## config.mk

```make
export PLATFORM = sky130hd
export DESIGN_NAME = bcd_display_mux
export DESIGN_NICKNAME = d
export VERILOG_FILES = /design/src/rtl/bcd_disp_pkg.sv /design/src/rtl/seg7_encode.sv /design/src/rtl/bcd_display_mux.sv
export SDC_FILE = /design/constraint.sdc
export NUM_CORES = 1
export LEC_CHECK = 0
export ABC_AREA = 1
export BUFFER_PORTS_ARGS = -buffer_cell sky130_fd_sc_hd__buf_2
export CAP_MARGIN = 15
export CORE_MARGIN = 2
export CORE_UTILIZATION = 58
export CTS_CLUSTER_SIZE = 30
export DETAILED_ROUTE_END_ITERATION = 8
export GPL_ROUTABILITY_DRIVEN = 0
export GPL_TIMING_DRIVEN = 0
export PLACE_DENSITY = 0.79
export SYNTH_ARGS = -nofsm -noshare
export SYNTH_HDL_FRONTEND = slang
export SYNTH_SLANG_ARGS = --single-unit
```

## constraint.sdc

```tcl
create_clock -name clk -period 2.1 [get_ports clk]
set_input_delay 0.21 -clock clk [delete_from_list [all_inputs] [get_ports clk]]
set_output_delay 0.21 -clock clk [all_outputs]
set_load 0.01 [all_outputs]
```

## src/rtl/bcd_disp_pkg.sv

```systemverilog
// Shared types and constants for the two-digit multiplexed BCD display.
package bcd_disp_pkg;

  localparam int DIGIT_W = 4;
  localparam int WORD_W  = 5;

  // Slot sequence of one display frame.
  typedef enum logic [1:0] {
    GAP_U = 2'd0,
    UNITS = 2'd1,
    GAP_T = 2'd2,
    TENS  = 2'd3
  } disp_state_t;

  // Segment patterns, active-high, bit order {g,f,e,d,c,b,a}.
  localparam logic [6:0] SEG_0   = 7'b0111111;
  localparam logic [6:0] SEG_1   = 7'b0000110;
  localparam logic [6:0] SEG_2   = 7'b1011011;
  localparam logic [6:0] SEG_3   = 7'b1001111;
  localparam logic [6:0] SEG_4   = 7'b1100110;
  localparam logic [6:0] SEG_5   = 7'b1101101;
  localparam logic [6:0] SEG_6   = 7'b1111101;
  localparam logic [6:0] SEG_7   = 7'b0000111;
  localparam logic [6:0] SEG_8   = 7'b1111111;
  localparam logic [6:0] SEG_9   = 7'b1101111;
  localparam logic [6:0] SEG_E   = 7'b1111001;
  localparam logic [6:0] SEG_OFF = 7'b0000000;

endpackage

```

## src/rtl/seg7_encode.sv

```systemverilog
// Combinational BCD digit to seven-segment pattern (active-high), "E" above 9.
module seg7_encode
  import bcd_disp_pkg::*;
(
  input  logic [DIGIT_W-1:0] digit,
  output logic [6:0]         pattern
);

  // Table lookup; any non-decimal nibble shows the error glyph.
  always_comb begin
    pattern = SEG_E;
    case (digit)
      4'd0:    pattern = SEG_0;
      4'd1:    pattern = SEG_1;
      4'd2:    pattern = SEG_2;
      4'd3:    pattern = SEG_3;
      4'd4:    pattern = SEG_4;
      4'd5:    pattern = SEG_5;
      4'd6:    pattern = SEG_6;
      4'd7:    pattern = SEG_7;
      4'd8:    pattern = SEG_8;
      4'd9:    pattern = SEG_9;
      default: pattern = SEG_E;
    endcase
  end

endmodule

```

## src/rtl/bcd_display_mux.sv

```systemverilog
// Two-digit time-multiplexed seven-segment driver. A value captured by load
// waits in a pending register and is only committed at the start of a frame,
// so a digit pair is never shown half old / half new. Dead-time slots sit
// between the digits to suppress ghosting.
module bcd_display_mux
  import bcd_disp_pkg::*;
#(
  parameter int REFRESH_DIV    = 50000,
  parameter int GAP_CYCLES     = 2,
  parameter bit SEG_ACTIVE_LOW = 1'b1
) (
  input  logic              clk,
  input  logic              rst,
  input  logic [WORD_W-1:0] bcd_in,
  input  logic              load,
  input  logic              blank_lz,
  output logic [6:0]        seg,
  output logic [1:0]        an,
  output logic              bcd_err,
  output logic              frame_start
);

  localparam int MAX_CNT = (REFRESH_DIV > GAP_CYCLES) ? REFRESH_DIV : GAP_CYCLES;
  localparam int CNT_W   = $clog2(MAX_CNT + 1);
  localparam logic [CNT_W-1:0] REFRESH_LD = CNT_W'(REFRESH_DIV);
  localparam logic [CNT_W-1:0] GAP_LD     = CNT_W'(GAP_CYCLES);

  disp_state_t       state, state_next;
  logic [CNT_W-1:0]  cnt, cnt_next;
  logic              expire;
  logic              commit;

  logic [WORD_W-1:0] pending;
  logic              pending_valid;
  logic [WORD_W-1:0] committed;

  logic [DIGIT_W-1:0] digit_sel;
  logic [6:0]         pattern;
  logic [6:0]         seg_hi;
  logic [1:0]         an_hi;

  // Map an active-high segment pattern onto the board's drive polarity.
  function automatic logic [6:0] seg_drive(input logic [6:0] hi);
    return SEG_ACTIVE_LOW ? ~hi : hi;
  endfunction

  // Map active-high digit enables onto the board's drive polarity.
  function automatic logic [1:0] an_drive(input logic [1:0] hi);
    return SEG_ACTIVE_LOW ? ~hi : hi;
  endfunction

  // Slot sequencer: counter is reloaded on entry, the slot ends when it hits 1.
  // After reset the count is 0, so the first GAP_U is a single cycle.
  always_comb begin
    state_next = state;
    cnt_next   = cnt - 1'b1;
    commit     = 1'b0;
    expire     = (cnt <= CNT_W'(1));
    case (state)
      GAP_U: if (expire) begin
        state_next = UNITS;
        cnt_next   = REFRESH_LD;
        commit     = 1'b1;
      end
      UNITS: if (expire) begin
        state_next = GAP_T;
        cnt_next   = GAP_LD;
      end
      GAP_T: if (expire) begin
        state_next = TENS;
        cnt_next   = REFRESH_LD;
      end
      TENS: if (expire) begin
        state_next = GAP_U;
        cnt_next   = GAP_LD;
      end
      default: begin
        state_next = GAP_U;
        cnt_next   = GAP_LD;
      end
    endcase
  end

  // Sequencer state register.
  always_ff @(posedge clk) begin
    if (rst) begin
      state <= GAP_U;
      cnt   <= '0;
    end else begin
      state <= state_next;
      cnt   <= cnt_next;
    end
  end

  // Pending/committed value: a coincident load at the boundary commits the
  // old pending value and immediately re-arms pending with the new one.
  always_ff @(posedge clk) begin
    if (rst) begin
      pending       <= '0;
      pending_valid <= 1'b0;
      committed     <= '0;
    end else begin
      if (commit && pending_valid)
        committed <= pending;
      if (load) begin
        pending       <= bcd_in;
        pending_valid <= 1'b1;
      end else if (commit) begin
        pending_valid <= 1'b0;
      end
    end
  end

  assign bcd_err = (committed[DIGIT_W-1:0] > 4'd9);

  seg7_encode u_enc (
    .digit   (digit_sel),
    .pattern (pattern)
  );

  // Select the digit for the current slot and gate the drive; the tens digit
  // goes fully dark (no anode either) when leading-zero blanking applies.
  always_comb begin
    digit_sel = committed[DIGIT_W-1:0];
    seg_hi    = SEG_OFF;
    an_hi     = 2'b00;
    case (state)
      UNITS: begin
        seg_hi = pattern;
        an_hi  = 2'b01;
      end
      TENS: begin
        digit_sel = {3'b000, committed[WORD_W-1]};
        if (!(blank_lz && !committed[WORD_W-1])) begin
          seg_hi = pattern;
          an_hi  = 2'b10;
        end
      end
      default: begin
        seg_hi = SEG_OFF;
        an_hi  = 2'b00;
      end
    endcase
  end

  // ---- output register stage: drive lags the state register by one cycle ----
  always_ff @(posedge clk) begin
    if (rst) begin
      seg         <= seg_drive(SEG_OFF);
      an          <= an_drive(2'b00);
      frame_start <= 1'b0;
    end else begin
      seg         <= seg_drive(seg_hi);
      an          <= an_drive(an_hi);
      frame_start <= commit;
    end
  end

endmodule
```

==> flow_summary.toml <==
[cells_and_area]
num_antenna_cells = 0
syn2layout_area_growth_pct = 10.4
regArea_um2 = 781
multiInputGateArea_um2 = 1030
n_fill_cell = 306
drive_gt1_share_pct = 18.4
nets = 304

[power_and_ir_drop]
cellInternalPower_mw = 1.58
power.leakage_nw = 1.01
p_seq_share_pct = 36.8
clockPowerShare_pct = 13.2
power.share.switching_pct = 44.8
ir_drop_v = 0.000795
p_comb_share_pct = 50.0
power.density_nw_per_um2 = 1310
power_switching_mw = 1.29

[timing]
finalHoldViolCount = 0
rsz0062_at_grt = "false"
setup_viol = 0
skew_ns = 0.0115
tightest_slew_ns = 0.577
holdWs_ns = 0.0874
max_freq_ghz = 0.590
finalCriticalPeriod_ns = 1.70
final.setup.tns_ns = 0
slew_viol_final = 0
finalCritPeriodShare_pct = 80.8
slew_headroom_pct = 61.1

[worst_setup_path]
crit_type = "reg -> reg"
path_max_fanout = 7
cp-end-kind = "flip-flop"
cp-start-kind = "flip-flop"
required_ns = 2.32
crit_arrival_ns = 1.91

[cts]
post_cts_buffers = 0
cts_tree = "built"
h-tree-depth = 2
cts.clk_slew.worst_paths_ns = 0.12
root_buffer = "clkbuf_4"
clk_latency_ns = 0.35
clock_path_buffers = 2
cts_hold_buf = 0
cts_resized = 0
cts-buffers-inserted = 5
clock-sinks = 39

[logic_synthesis]
synth.net_count = 278
yosysUniqueCellTypes = 32
muxShareOfSynthArea_pct = 0
synth-simple-area-share_pct = 30.4
synth_area_um2 = 1980
yosysMostFrequentCell = "nor2_1"
synthFlopType = "dfxtp_1"
ys_warn_count = 0
yosysSeqAreaShare_pct = 39.5
synth_top_family_by_area = "simple AND/OR/NAND/NOR gates"
yosys-top-cells-count = "nor2_1 (47), dfxtp_1 (39), inv_1 (38)"
synthArstFlopShare_pct = 0
synth_adder_area_share_pct = 8.22
synth_seq_cells = 39
yosysTopAreaCellShare_pct = 39.5
synth-xor-area-share_pct = 3.98
synthCells = 256
synth_edf_count = 0
yosysTopAreaCell = "dfxtp_1"
synth_area_leaders = "dfxtp_1 (39%), nor2_1 (8.9%), ha_1 (8.2%), inv_1 (7.2%), nand2_1 (6.5%)"
synth_compound_area_share_pct = 9.30
avgSynthCellArea_um2 = 7.73

[routing]
drc_errors = 0
ant_nets = 0
dr.pass1.iters = 4
via_per_inst = 4.78
wl_per_cell_um = 10.2
routed_wl_mm = 3.36
vias = 1573
drt_first_iter_violations = 55

[die]
pin_count = 20
die_w_um = 62.4
die_h_um = 62.4
core_area_um2 = 3310
dieArea_um2 = 3890
start_util_pct = 59.8
std_cell_rows = 21

[grt]
grt_util_all_layers_pct = 19.6
antenna_found_initial = 0
grt_max_degree = 13
grt_pass1_vias = 1405
grt_pass1_wl_mm = 5.92
grt_overflow = 0

[outcome]
outcome = "complete, no violations"

[place]
dp_hpwl_mm = 2.64
port_buffers = 19

[job]
cap_viol_max_count = 0

[hold_path]
hp-class = "in -> reg"
## power by group through the flow
stage / Sequential [mW] / Combinational, mW / Clock, mW
final: 1.06 / 1.44 / 0.378
after detailed placement: 1.07 / 1.44 / 0
after floorplan: 1.06 / 1.18 / 0
after global placement: 1.06 / 1.40 / 0
after global routing: 1.08 / 1.64 / 0.420
after CTS: 1.05 / 1.45 / 0.395
## registers in the layout (all words and copies together), names as in the netlist
name and count:
committed 5, an 2, cnt 16, pending_valid 1, seg 7, frame_start 1
state 2, pending 5
## cell families (layout without fill, tap and decap cells)
family          count (synthesis)  after routing
compound gates                 33             33
xor+xnor                        9              9
fa+ha+maj                      13             13
buf+inv                        43             70
flops                          39             39
simple gates                  119            119
## layout make-up
| cell class | count | share of cell area (%) |
|---|---|---|
| clock inverters | 2 | 0.573 |
| flip-flops and latches | 39 | 35.7 |
| inverters | 40 | 6.87 |
| multi-input cells | 174 | 47.0 |
| repair buffers | 19 | 4.35 |
| well taps | 46 | 2.63 |
| clock buffers | 6 | 1.89 |
| plain buffers | 3 | 0.916 |
## path summary, 6_finish.rpt
check                              start             to  slack (ns)  cells past startpoint
worst max-delay path            state[0]         seg[4]        0.40                      9
worst min-delay path                 rst  pending_valid        0.09                      2
worst max register to register  state[0]         seg[4]        0.40                      9
worst min register to register    cnt[0]         cnt[0]        0.46                      1
## cells in the final DEF, fill, tap and decap left out, drive strengths merged, types with 7 or more instances in the layout
| master | n |
|---|---|
| nor2 | 54 |
| nand3 | 12 |
| buf | 21 |
| a21oi | 9 |
| clkbuf | 7 |
| o21ai | 18 |
| nand2 | 42 |
| inv | 40 |
| dfxtp | 39 |
| ha | 13 |
## critical path: stages, from the launching register on
cell and delay [ns]:
dfxtp_1 0.42, ha_1 0.31, inv_1 0.08, nand2_1 0.06, nand2_1 0.11, inv_1 0.13, ha_1 0.17, o21ai_0 0.08
a21oi_1 0.11, o21ai_0 0.08
## through the flow
stage	setup WS, ns	total power, mW	cells	utilization [%]	cell area [um^2]
after global placement	0.445	2.46	321	64.4	2130
final	0.404	2.87	329	66.0	2180
after global routing	0.198	3.13	329	66.0	2180
after detailed placement	0.412	2.51	321	64.4	2130
after CTS	0.387	2.90	329	66.0	2180
after floorplan	0.632	2.25	256	-	1980
## metal layers
layer	up-vias	GRT usage [%]	wire, um
met4	0	10.8	87
met5	-	0	0
li1	858	-	-
met3	8	5.95	116
met2	23	31.5	1520
met1	684	23.5	1630
No activity file was read; power rests on OpenSTA's default activity.
